**src/rtl/count_pkg.sv**
```systemverilog
// Shared defaults for the cascaded counter: digit width, chain length and terminal values.
package count_pkg;

    localparam int unsigned FIELD_W    = 4;
    localparam int unsigned DIGITS_DEF = 2;
    localparam logic [DIGITS_DEF*FIELD_W-1:0] MAXV_DEF = {4'd5, 4'd9};

    typedef enum logic {
        DIR_DOWN = 1'b0,
        DIR_UP   = 1'b1
    } dir_e;

endpackage

```
**src/rtl/count_digit.sv**
```systemverilog
// Single mod-(MAXV+1) digit with up/down step, clamped parallel load and terminal decode.
module count_digit
    import count_pkg::*;
#(
    parameter int unsigned      DW   = FIELD_W,
    parameter logic [DW-1:0]    MAXV = '1
) (
    input  logic          clk,
    input  logic          i_rst,
    input  logic          i_step,
    input  logic          i_up_dn,
    input  logic          i_load,
    input  logic [DW-1:0] i_load_val,
    output logic [DW-1:0] o_value,
    output logic          o_term,
    output logic          o_clamp
);

    logic [DW-1:0] r_value;
    logic          w_up;

    assign w_up    = (dir_e'(i_up_dn) == DIR_UP);
    assign o_clamp = (i_load_val > MAXV);
    assign o_term  = w_up ? (r_value == MAXV) : (r_value == '0);
    assign o_value = r_value;

    always_ff @(posedge clk) begin
        if (i_rst) begin
            r_value <= '0;
        end else if (i_load) begin
            r_value <= o_clamp ? MAXV : i_load_val;
        end else if (i_step) begin
            if (w_up)
                r_value <= (r_value == MAXV) ? '0 : r_value + DW'(1);
            else
                r_value <= (r_value == '0) ? MAXV : r_value - DW'(1);
        end
    end

endmodule

```
**src/rtl/count_chain.sv**
```systemverilog
// Synchronous cascade of count_digit instances with chain terminal decode, wrap pulse and load-error flag.
module count_chain
    import count_pkg::*;
#(
    parameter int unsigned                DIGITS = DIGITS_DEF,
    parameter int unsigned                DW     = FIELD_W,
    parameter logic [DIGITS*DW-1:0]       MAXV   = MAXV_DEF
) (
    input  logic                 clk,
    input  logic                 rst,
    input  logic                 en,
    input  logic                 up_dn,
    input  logic                 load,
    input  logic [DIGITS*DW-1:0] load_val,
    output logic [DIGITS*DW-1:0] count,
    output logic                 co,
    output logic                 tc_pulse,
    output logic                 err
);

    logic [DIGITS-1:0] w_carry;
    logic [DIGITS-1:0] w_term;
    logic [DIGITS-1:0] w_clamp;
    logic              r_tc;
    logic              r_err;

    // Digit i steps only when every lower digit sits at its terminal.
    always_comb begin
        w_carry    = '0;
        w_carry[0] = en & ~load;
        for (int unsigned i = 1; i < DIGITS; i++)
            w_carry[i] = w_carry[i-1] & w_term[i-1];
    end

    genvar gi;
    generate
        for (gi = 0; gi < DIGITS; gi++) begin : g_digit
            count_digit #(
                .DW   (DW),
                .MAXV (MAXV[gi*DW +: DW])
            ) u_digit (
                .clk        (clk),
                .i_rst      (rst),
                .i_step     (w_carry[gi]),
                .i_up_dn    (up_dn),
                .i_load     (load),
                .i_load_val (load_val[gi*DW +: DW]),
                .o_value    (count[gi*DW +: DW]),
                .o_term     (w_term[gi]),
                .o_clamp    (w_clamp[gi])
            );
        end
    endgenerate

    assign co       = &w_term;
    assign tc_pulse = r_tc;
    assign err      = r_err;

    always_ff @(posedge clk) begin
        if (rst) begin
            r_tc  <= 1'b0;
            r_err <= 1'b0;
        end else begin
            r_tc <= en & ~load & co;
            if (load && (|w_clamp))
                r_err <= 1'b1;
        end
    end

endmodule

```
**config.mk**
```make
export PLATFORM = sky130hd
export DESIGN_NAME = count_chain
export DESIGN_NICKNAME = d
export VERILOG_FILES = /design/src/rtl/count_pkg.sv /design/src/rtl/count_digit.sv /design/src/rtl/count_chain.sv
export SDC_FILE = /design/constraint.sdc
export NUM_CORES = 1
export LEC_CHECK = 0
export ABC_AREA = 1
export BUFFER_PORTS_ARGS = -buffer_cell sky130_fd_sc_hd__buf_2
export CAP_MARGIN = 25
export CORE_UTILIZATION = 50
export CTS_CLUSTER_DIAMETER = 40
export CTS_CLUSTER_SIZE = 28
export DETAILED_ROUTE_END_ITERATION = 8
export MAX_ROUTING_LAYER = met4
export PLACE_DENSITY = 0.77
export SYNTH_ARGS = -nofsm -noshare
export SYNTH_HDL_FRONTEND = slang
export SYNTH_SLANG_ARGS = --single-unit
```
**constraint.sdc**
```tcl
create_clock -name clk -period 1.7 [get_ports clk]
set_input_delay 0.17 -clock clk [delete_from_list [all_inputs] [get_ports clk]]
set_output_delay 0.17 -clock clk [all_outputs]
set_load 0.01 [all_outputs]
```
==> flow_summary.toml, run 1 <==
[grt]
groute.usage.overall = 0.243
grt_pass1_vias = 798
grt_pass1_wl_microns = 3390
antenna_found_initial = 0
overflow = 0
grt_max_degree = 15

[synth]
netlist_instances = 144
netlist_area_sq_um = 853
synth.distinct_cells = 23
async_reset_ff_frac = 0
synth_edf_count = 0
syn-num-nets = 157
synth_seq_cells = 10
yosysSeqAreaShare = 0.235
synth_most_common_cell = "nand2_1"
synth_top_cell_by_area = "dfxtp_1"
yosysTopAreaCellShare = 0.235
synth_ff_type = "dfxtp_1"
synth_common_cells = "35 x nand2_1, 19 x nand3_1, 17 x inv_1"
synth-warning-count = 0
syn_avg_cell_area_sq_um = 5.93
yosys-top-cells-area = "dfxtp_1 23%, nand2_1 15%, nand3_1 11%"

[clock_tree]
cts_sinks = 10
cts_made_buffers = 3
postCtsSetupBuffers = 0
hold_buffers = 0
h-tree-depth = 1
clk_pin_slew_worst_paths_ns = 0.07
clk_latency_ns = 0.27
cts_tree = "done"
clockBufferDepth = 2
root_buffer = "clkbuf_4"
cts_resized = 0

[pwr]
vdd_drop_max_mv = 0.497
powerDensity_mw_per_mm2 = 718
cellLeakagePower_nw = 0.550

[detailed_routing]
m1WireLength_microns = 930
dr.pass1.iters = 5
drc = 0
ant_nets = 0
route.met3.wl_microns = 121
drt_iter0_drc = 22
dr_wl_met2_microns = 867
viasPerCell = 5.42
wirelength_microns = 1950
vias = 1002
post_drt_wl_per_cell_microns = 10.6
top_layer = "met4"

[placement]
gp_congestion = 0.941
dp_hpwl_microns = 1540
dp.cells = 181
io_buffers = 23

[setup_path]
critical_path_class = "flip-flop to output pin"
worstPathMaxFanout = 6
regToRegStartpoint = "g_digit[0].u_digit.o_value[0]"
crit_path_end_kind = "output pin"
crit_path_end = "co"
crit_start = "g_digit[0].u_digit.o_value[0]"
r2r_end = "g_digit[1].u_digit.o_value[0]"
critPathLaunchType = "flip-flop"
r2r_cells = 9
worst_ep_required_time_ns = 1.53
rrSetupSlack_ns = 0.40
crit_arrival_ns = 1.35

[sta]
worst_slew_pin_slew_ns = 0.312
final-max-slew-violation-count = 0
fin_crit_ns = 1.52
fin_setup_tns_ns = 0
relSlewSlack = 0.792
skew_ns = 0.000671
hold_violations = 0
setup_viol = 0
fin_crit_sh = 0.897
max_freq_ghz = 0.656
rsz0062_at_grt = "no"

[die]
die_width_microns = 43.3
die_height_microns = 43.3
dieArea_sq_mm = 0.00188
core_sq_mm = 0.00154
row_count = 14
initial_utilization = 0.554
io_pins = 24

[flow_run]
maxCapViolations = 0

[hold_path]
hold_path.class = "primary input to flip-flop"

[layout]
antenna_cells = 0
nets = 183
instances_no_fill = 185
area_growth_pct = 18.6
drive_above_1_share = 0.249

[run_status]
status = "finished, final reports clean"
-- flip-flops by register name, indices dropped and copies added, names as in the netlist --
register	cells
g_digit.u_digit.o_value	8
tc_pulse	1
err	1
-- critical path, stage by stage, from the launching register on --
cell and delay, ns:
dfxtp_1 0.51, inv_2 0.06, nor2_2 0.12, nand3_1 0.09
nand2_1 0.06, nand3_1 0.08, inv_1 0.06, buf_2 0.12
-- routing by layer --
| layer | up-vias | global-route usage |
|---|---|---|
| met5 | - | - |
| met4 | 0 | 0.0909 |
| met3 | 5 | 0.0255 |
| met2 | 40 | 0.343 |
| met1 | 442 | 0.354 |
| li1 | 515 | - |
-- per-stage QoR --
stage | setup slack [ns] | utilization | cell area (sq um) | hold WS (ns) | total power [W]
floorplan | 0.498 | - | 853 | 0.239 | 0.000440
global placement | 0.455 | 0.633 | 976 | 0.427 | 0.000501
detailed placement | 0.422 | 0.633 | 976 | 0.423 | 0.000505
CTS | 0.172 | 0.657 | 1010 | 0.133 | 0.000727
global route | 0.0121 | 0.657 | 1010 | 0.142 | 0.000774
finish | 0.176 | 0.657 | 1010 | 0.144 | 0.000727
-- logic make-up (layout without fill, tap and decap cells) --
group                  after synthesis  count (layout)  synth area share
AND/OR/NAND/NOR                     80              80             0.457
AO/OA/AOI/OAI                       28              28             0.172
buffers and inverters               26              51             0.136
flip-flops                          10              10             0.235
-- power by group --
group | internal (W) | switching, W | total [W] | leakage (nW)
Clock | 0.000130 | 0.0000948 | 0.000225 | 0.0210
Sequential | 0.000251 | 0.0000287 | 0.000280 | 0.0827
Combinational | 0.0000867 | 0.000135 | 0.000222 | 0.447
-- layout make-up --
| cell class | count | area [sq um] |
|---|---|---|
| clock buffers | 4 | 36.3 |
| fillers | 164 | 529 |
| inverters | 24 | 104 |
| multi-input cells | 108 | 537 |
| flip-flops and latches | 10 | 200 |
| well taps | 16 | 20.0 |
| repair buffers | 23 | 115 |
-- cells in the final DEF, fill, tap and decap left out, types with 2 or more instances in the layout --
| master | instances |
|---|---|
| a21oi_1 | 10 |
| a31oi_1 | 2 |
| buf_2 | 23 |
| clkbuf_4 | 3 |
| clkinv_1 | 2 |
| dfxtp_1 | 10 |
| inv_1 | 17 |
| inv_2 | 4 |
| nand2_1 | 35 |
| nand2_2 | 3 |
| nand3_1 | 19 |
| nor2_1 | 15 |
| nor2_4 | 2 |
| o21ai_0 | 11 |
| o21ai_1 | 4 |
-- worst min path at each step --
stage	from	to	slack (ns)	cells after the start
after CTS	rst	g_digit[0].u_digit.o_value[0]	0.13	2
after global placement	rst	err	0.43	2
after detailed placement	rst	g_digit[0].u_digit.o_value[0]	0.42	2
final	rst	g_digit[0].u_digit.o_value[0]	0.14	2
after floorplan	rst	err	0.24	1
after global routing	rst	g_digit[1].u_digit.o_value[3]	0.14	2
No activity file was read; power rests on OpenSTA's default activity.
==> run 2, diff against run 1 <==
Settings changed: ABC_AREA 1 to not set, PLACE_DENSITY 0.77 to 0.78.
==> run 2 against run 1 <==
  * Sequential share of layout area rose by 2.1 points
  * Critical path depth fell by 4
  * Final area fell by 8.5%
  * Sequential power fell by 4%
  * Clock-buffer cell count did not move
  * Routed wire length fell by 12%
  * Maximum frequency fell by 8.4%
  * Hold slack improved by 0.0053 ns
  * Global-route usage fell by 3.2 points
  * Flip-flop and latch count did not move
  * Power fell by 6.2%
==> flow_summary.toml, run 2 <==
[clock_tree]
clk_latency_ns = 0.27
clockBufferDepth = 2
root_buffer = "clkbuf_4"
clk_pin_slew_worst_paths_ns = 0.07
cts_made_buffers = 3
hold_buffers = 0
cts_tree = "done"
cts_sinks = 10
h-tree-depth = 1

[sta]
rsz0062_at_grt = "yes"
worst_slew_pin_slew_ns = 0.394
fin_crit_ns = 1.66
fin_crit_sh = 0.979
setup_viol = 0
max_freq_ghz = 0.601
final-max-slew-violation-count = 0
skew_ns = 0.00444
relSlewSlack = 0.731
hold_violations = 0

[die]
row_count = 14
die_width_microns = 41.9
dieArea_sq_mm = 0.00176
die_height_microns = 41.9
initial_utilization = 0.534
io_pins = 24
core_sq_mm = 0.00149

[detailed_routing]
ant_nets = 0
viasPerCell = 5.84
post_drt_wl_per_cell_microns = 12.8
wirelength_microns = 1720
drc = 0
vias = 782
dr.pass1.iters = 4
drt_iter0_drc = 13

[placement]
dp_hpwl_microns = 1290
gp_congestion = 0.804
io_buffers = 23

[pwr]
powerDensity_mw_per_mm2 = 736
p_total_w = 0.000682
cellLeakagePower_nw = 0.398
vdd_drop_max_mv = 0.579

[grt]
grt_use_met1 = 0.285
groute.usage.overall = 0.211
use_met2 = 0.297
grtUsageMet3 = 0.0565
busiest_layer = "met2"
grt_pass1_vias = 701
grt_max_degree = 20
grt_pass1_wl_microns = 2830
overflow = 0
antenna_found_initial = 0

[layout]
final_core_util = 0.622
largest_reg_flops = 8
nets = 132
area_growth_pct = 16.4
antenna_cells = 0
drive_above_1_share = 0.331
final_common_cell = "buf_2"
final_cell_mix = "23 x buf_2, 8 x dfxtp_1, 7 x inv_1, 7 x nor2_1, 6 x a21oi_1"

[synth]
synth-warning-count = 0
synth_seq_cells = 10
syn_avg_cell_area_sq_um = 8.20
synth.distinct_cells = 45
netlist_instances = 97
yosysSeqAreaShare = 0.252
synth_ff_type = "dfxtp_1"
yosys-top-cells-area = "dfxtp_1 25%, a21oi_1 3.8%, nor2_1 3.8%"
async_reset_ff_frac = 0
netlist_area_sq_um = 796
yosysTopAreaCellShare = 0.252
synth_most_common_cell = "dfxtp_1"
synth_top_cell_by_area = "dfxtp_1"
synth_edf_count = 0
synth_common_cells = "10 x dfxtp_1, 8 x nor2_1, 7 x inv_1"
syn-num-nets = 110

[setup_path]
crit_arrival_ns = 1.49
worst_ep_required_time_ns = 1.53
regToRegStartpoint = "g_digit[1].u_digit.o_value[1]"
crit_path_end_kind = "output pin"
cpPeakStageDelay_ns = 0.41
critical_path_class = "flip-flop to output pin"
critical_path.slowest_cell = "or3_1"
crit_start = "g_digit[1].u_digit.o_value[0]"
worstPathMaxFanout = 2
critPathLaunchType = "flip-flop"
path_cells = "or3_1, a2111oi_4, buf_2"

[hold_path]
min_from = "load_val[0]"
hold_path.class = "primary input to flip-flop"

[flow_run]
maxCapViolations = 0

[run_status]
status = "finished, final reports clean"
==> run 2: cell count changes in the layout (fill, tap and decap cells not counted), moves of 4 or more <==
cell / before / now
a21oi_1: 10 / 6
inv_1: 17 / 7
inv_2: 4 / 0
nand2_1: 35 / 3
nand3_1: 19 / 1
nor2_1: 15 / 7
o21ai_0: 11 / 4
o21ai_1: 4 / 0
==> run 2: timing repair <==
item / 4_1_cts / 5_1_grt
resized for setup: 3 / 1
endpoints found under the setup margin: 1 / 1
pin swaps: 1 / 0
buffers inserted: 0 / 0
==> run 2: kinds of logic (layout without fill, tap and decap cells) <==
kind of cell	Yosys count	after routing	synth area share
muxes	1	1	0.0126
xor gates and xnor gates	6	6	0.0660
DFF	10	10	0.252
AOI/OAI and AO/OA	31	31	0.288
buffers and inverters	16	37	0.135
and+or+nand+nor	33	33	0.247
==> run 2: cell type report <==
type	count	area, sq um
fillers	139	563
multi-input cells	71	503
flip-flops and latches	10	203
repair buffers	26	138
clock buffers	4	36.3
inverters	7	26.3
well taps	16	20.0
==> run 2: per-layer routing <==
metal / up-vias / share of wire / wire length (microns)
met1: 350 / 0.50 / 859
met2: 24 / 0.44 / 758
met3: 2 / 0.053 / 91
li1: 406 / - / -
met5: - / 0 / 0
met4: 0 / 0.0064 / 11
==> run 2: critical path, delay by kind of cell (launching register included) <==
family          cells  cell delay [ns]
compound gates      1             0.32
flops               1             0.31
buf+inv             1             0.19
simple gates        1             0.41
==> run 2: path summary, 6_finish.rpt <==
| kind | cells past startpoint | slack [ns] | endpoint |
|---|---|---|---|
| worst min register to register | 2 | 0.49 | err |
| worst max register to register | 4 | 0.30 | g_digit[1].u_digit.o_value[2] |
| worst max-delay path | 3 | 0.04 | co |
| worst min-delay path | 3 | 0.15 | g_digit[0].u_digit.o_value[0] |
==> run 2: where the power goes <==
part	internal (W)	switching, W	total (W)
logic	0.0000836	0.000107	0.000191
registers	0.000251	0.0000194	0.000270
clock network	0.000130	0.0000908	0.000221
==> run 2: stage by stage <==
stage	instance area, sq um	hold WS (ns)	setup WS, ns	setup TNS [ns]	instances
after detailed placement	872	0.444	0.209	0	130
final	926	0.150	0.0355	0	134
after CTS	913	0.151	0.0193	0	134
after floorplan	796	0.318	0.102	0	97
after global routing	926	0.159	-0.0345	-0.0345	134
after global placement	872	0.434	0.267	0	130
==> run 3, diff against run 2 <==
Settings changed: CORE_UTILIZATION 50 to 45, PLACE_DENSITY 0.78 to 0.74.
Clock period 1.7 ns to 1.5 ns, I/O delays scaled along.
==> run 3 against run 2 <==
  * The run now ends with negative setup slack left
  * Power grew 18%
  * Via count grew 7.0%
  * Setup slack lost 0.17 ns
  * Register-to-register slack lost 0.18 ns
  * Global-route usage grew 2.2 points
  * Sequential share of layout area shrank 0.87 points
  * Sequential power grew 13%
  * Combinational power grew 28%
  * Flip-flop and latch count is the same
  * Final area grew 5.4%
  * Critical path depth is the same
  * First-iteration DRC count is the same
  * Largest cell class unchanged
==> flow_summary.toml, run 3 (synthesis results as in run 2) <==
[setup_path]
worst_ep_required_time_ns = 1.35
crit_arrival_ns = 1.48
critical_path_class = "flip-flop to output pin"
path_delay_family = "simple AND/OR/NAND/NOR gates"
critPathLaunchType = "flip-flop"
cpPeakStageDelay_ns = 0.39
critical_path.slowest_cell = "or3_4"
path_cells = "or3_4, a2111oi_4, buf_2"
worstPathMaxFanout = 2
crit_path_end_kind = "output pin"
path_buf_inv = 1

[die]
die_height_microns = 44.1
die_width_microns = 44.1
core_sq_mm = 0.00158
io_pins = 24
initial_utilization = 0.505
row_count = 14
dieArea_sq_mm = 0.00194

[sta]
holdWs_ns = 0.128
worst_slew_pin_slew_ns = 0.401
setup_viol = 1
rsz0062_at_grt = "yes"
max_freq_ghz = 0.613
fin_crit_ns = 1.63
fin_setup_tns_ns = -0.131
fin_ws_ns = -0.131
relSlewSlack = 0.732
skew_ns = 0.00614
fin_crit_sh = 1.09
hold_violations = 0
final-max-slew-violation-count = 0

[placement]
dpl_cell_area_sq_um = 915
gp_congestion = 0.779
dp_hpwl_microns = 1380
io_buffers = 23
dp.cells = 134

[detailed_routing]
wirelength_microns = 1950
drc = 0
viasPerCell = 6.02
drt_iter0_drc = 13
ant_nets = 0
dr.pass1.iters = 6
vias = 837
post_drt_wl_per_cell_microns = 14.1

[run_status]
status = "finished with violations"
violations = "negative setup slack"

[grt]
grt_pass1_vias = 756
grt_pass1_wl_microns = 3240
grt_max_degree = 20
groute.usage.overall = 0.234
overflow = 0
antenna_found_initial = 0

[layout]
largest_reg_flops = 8
antenna_cells = 0
area_growth_pct = 22.6
drive_above_1_share = 0.382
final_cell_mix = "23 x buf_2, 7 x inv_1, 7 x nor2_1, 7 x buf_4"
nets = 137
instances_no_fill = 139
final_common_cell = "buf_2"
fin_area_sq_um = 976

[clock_tree]
clockBufferDepth = 2
cts_sinks = 10
cts_made_buffers = 3
h-tree-depth = 1
clk_pin_slew_worst_paths_ns = 0.08
hold_buffers = 0
cts_tree = "done"
root_buffer = "clkbuf_4"
clk_latency_ns = 0.28

[pwr]
vdd_drop_max_mv = 0.600
p_total_w = 0.000807
powerDensity_mw_per_mm2 = 827
cellLeakagePower_nw = 0.426

[hold_path]
hold_path.class = "primary input to flip-flop"

[flow_run]
maxCapViolations = 0
[run 3: timing repair]
action                                  CTS  global route
resized for setup                         5             3
pin swaps                                 0             1
buffers inserted                          0             1
endpoints found under the hold margin     0             0
endpoints found under the setup margin    1             2
[run 3: cell type report]
cell class              count  area (sq um)
inverters                   7          26.3
fillers                   153           601
repair buffers             31           179
clock buffers               4          36.3
multi-input cells          71           509
flip-flops and latches     10           205
well taps                  16          20.0
[run 3: per-stage QoR]
stage               setup slack [ns]  utilization
global placement               0.174        0.580
finish                        -0.131        0.619
global route                  -0.194        0.619
CTS                           -0.131        0.611
floorplan                     0.0356            -
detailed placement             0.133        0.580
[run 3: worst reg2reg max path, delay by kind of cell, from the launching register on]
| kind | cells | cell delay, ns |
|---|---|---|
| compound gates | 2 | 0.46 |
| buf+inv | 1 | 0.17 |
| flops | 1 | 0.34 |
| mux | 1 | 0.10 |
| simple gates | 1 | 0.21 |
[run 3: worst paths after layout]
kind	startpoint	endpoint	slack (ns)	cells past startpoint
max	g_digit[1].u_digit.o_value[0]	co	-0.13	3
min	load_val[0]	g_digit[0].u_digit.o_value[0]	0.13	3
max reg2reg	g_digit[0].u_digit.o_value[0]	g_digit[0].u_digit.o_value[3]	0.12	5
min reg2reg	err	err	0.48	2
[run 3: report_power, final]
group	internal (W)	total [W]	switching, W
Sequential	0.000285	0.000305	0.0000197
Clock	0.000148	0.000258	0.000110
Combinational	0.000111	0.000245	0.000133
Total	0.000544	0.000807	0.000263
[run 3: layer usage]
layer  part of all wire  routed length, microns  global-route usage
met2               0.46                     890               0.388
met1               0.46                     898               0.268
met5                  0                       0                   -
met3              0.055                     108              0.0612
met4              0.028                      55              0.0909
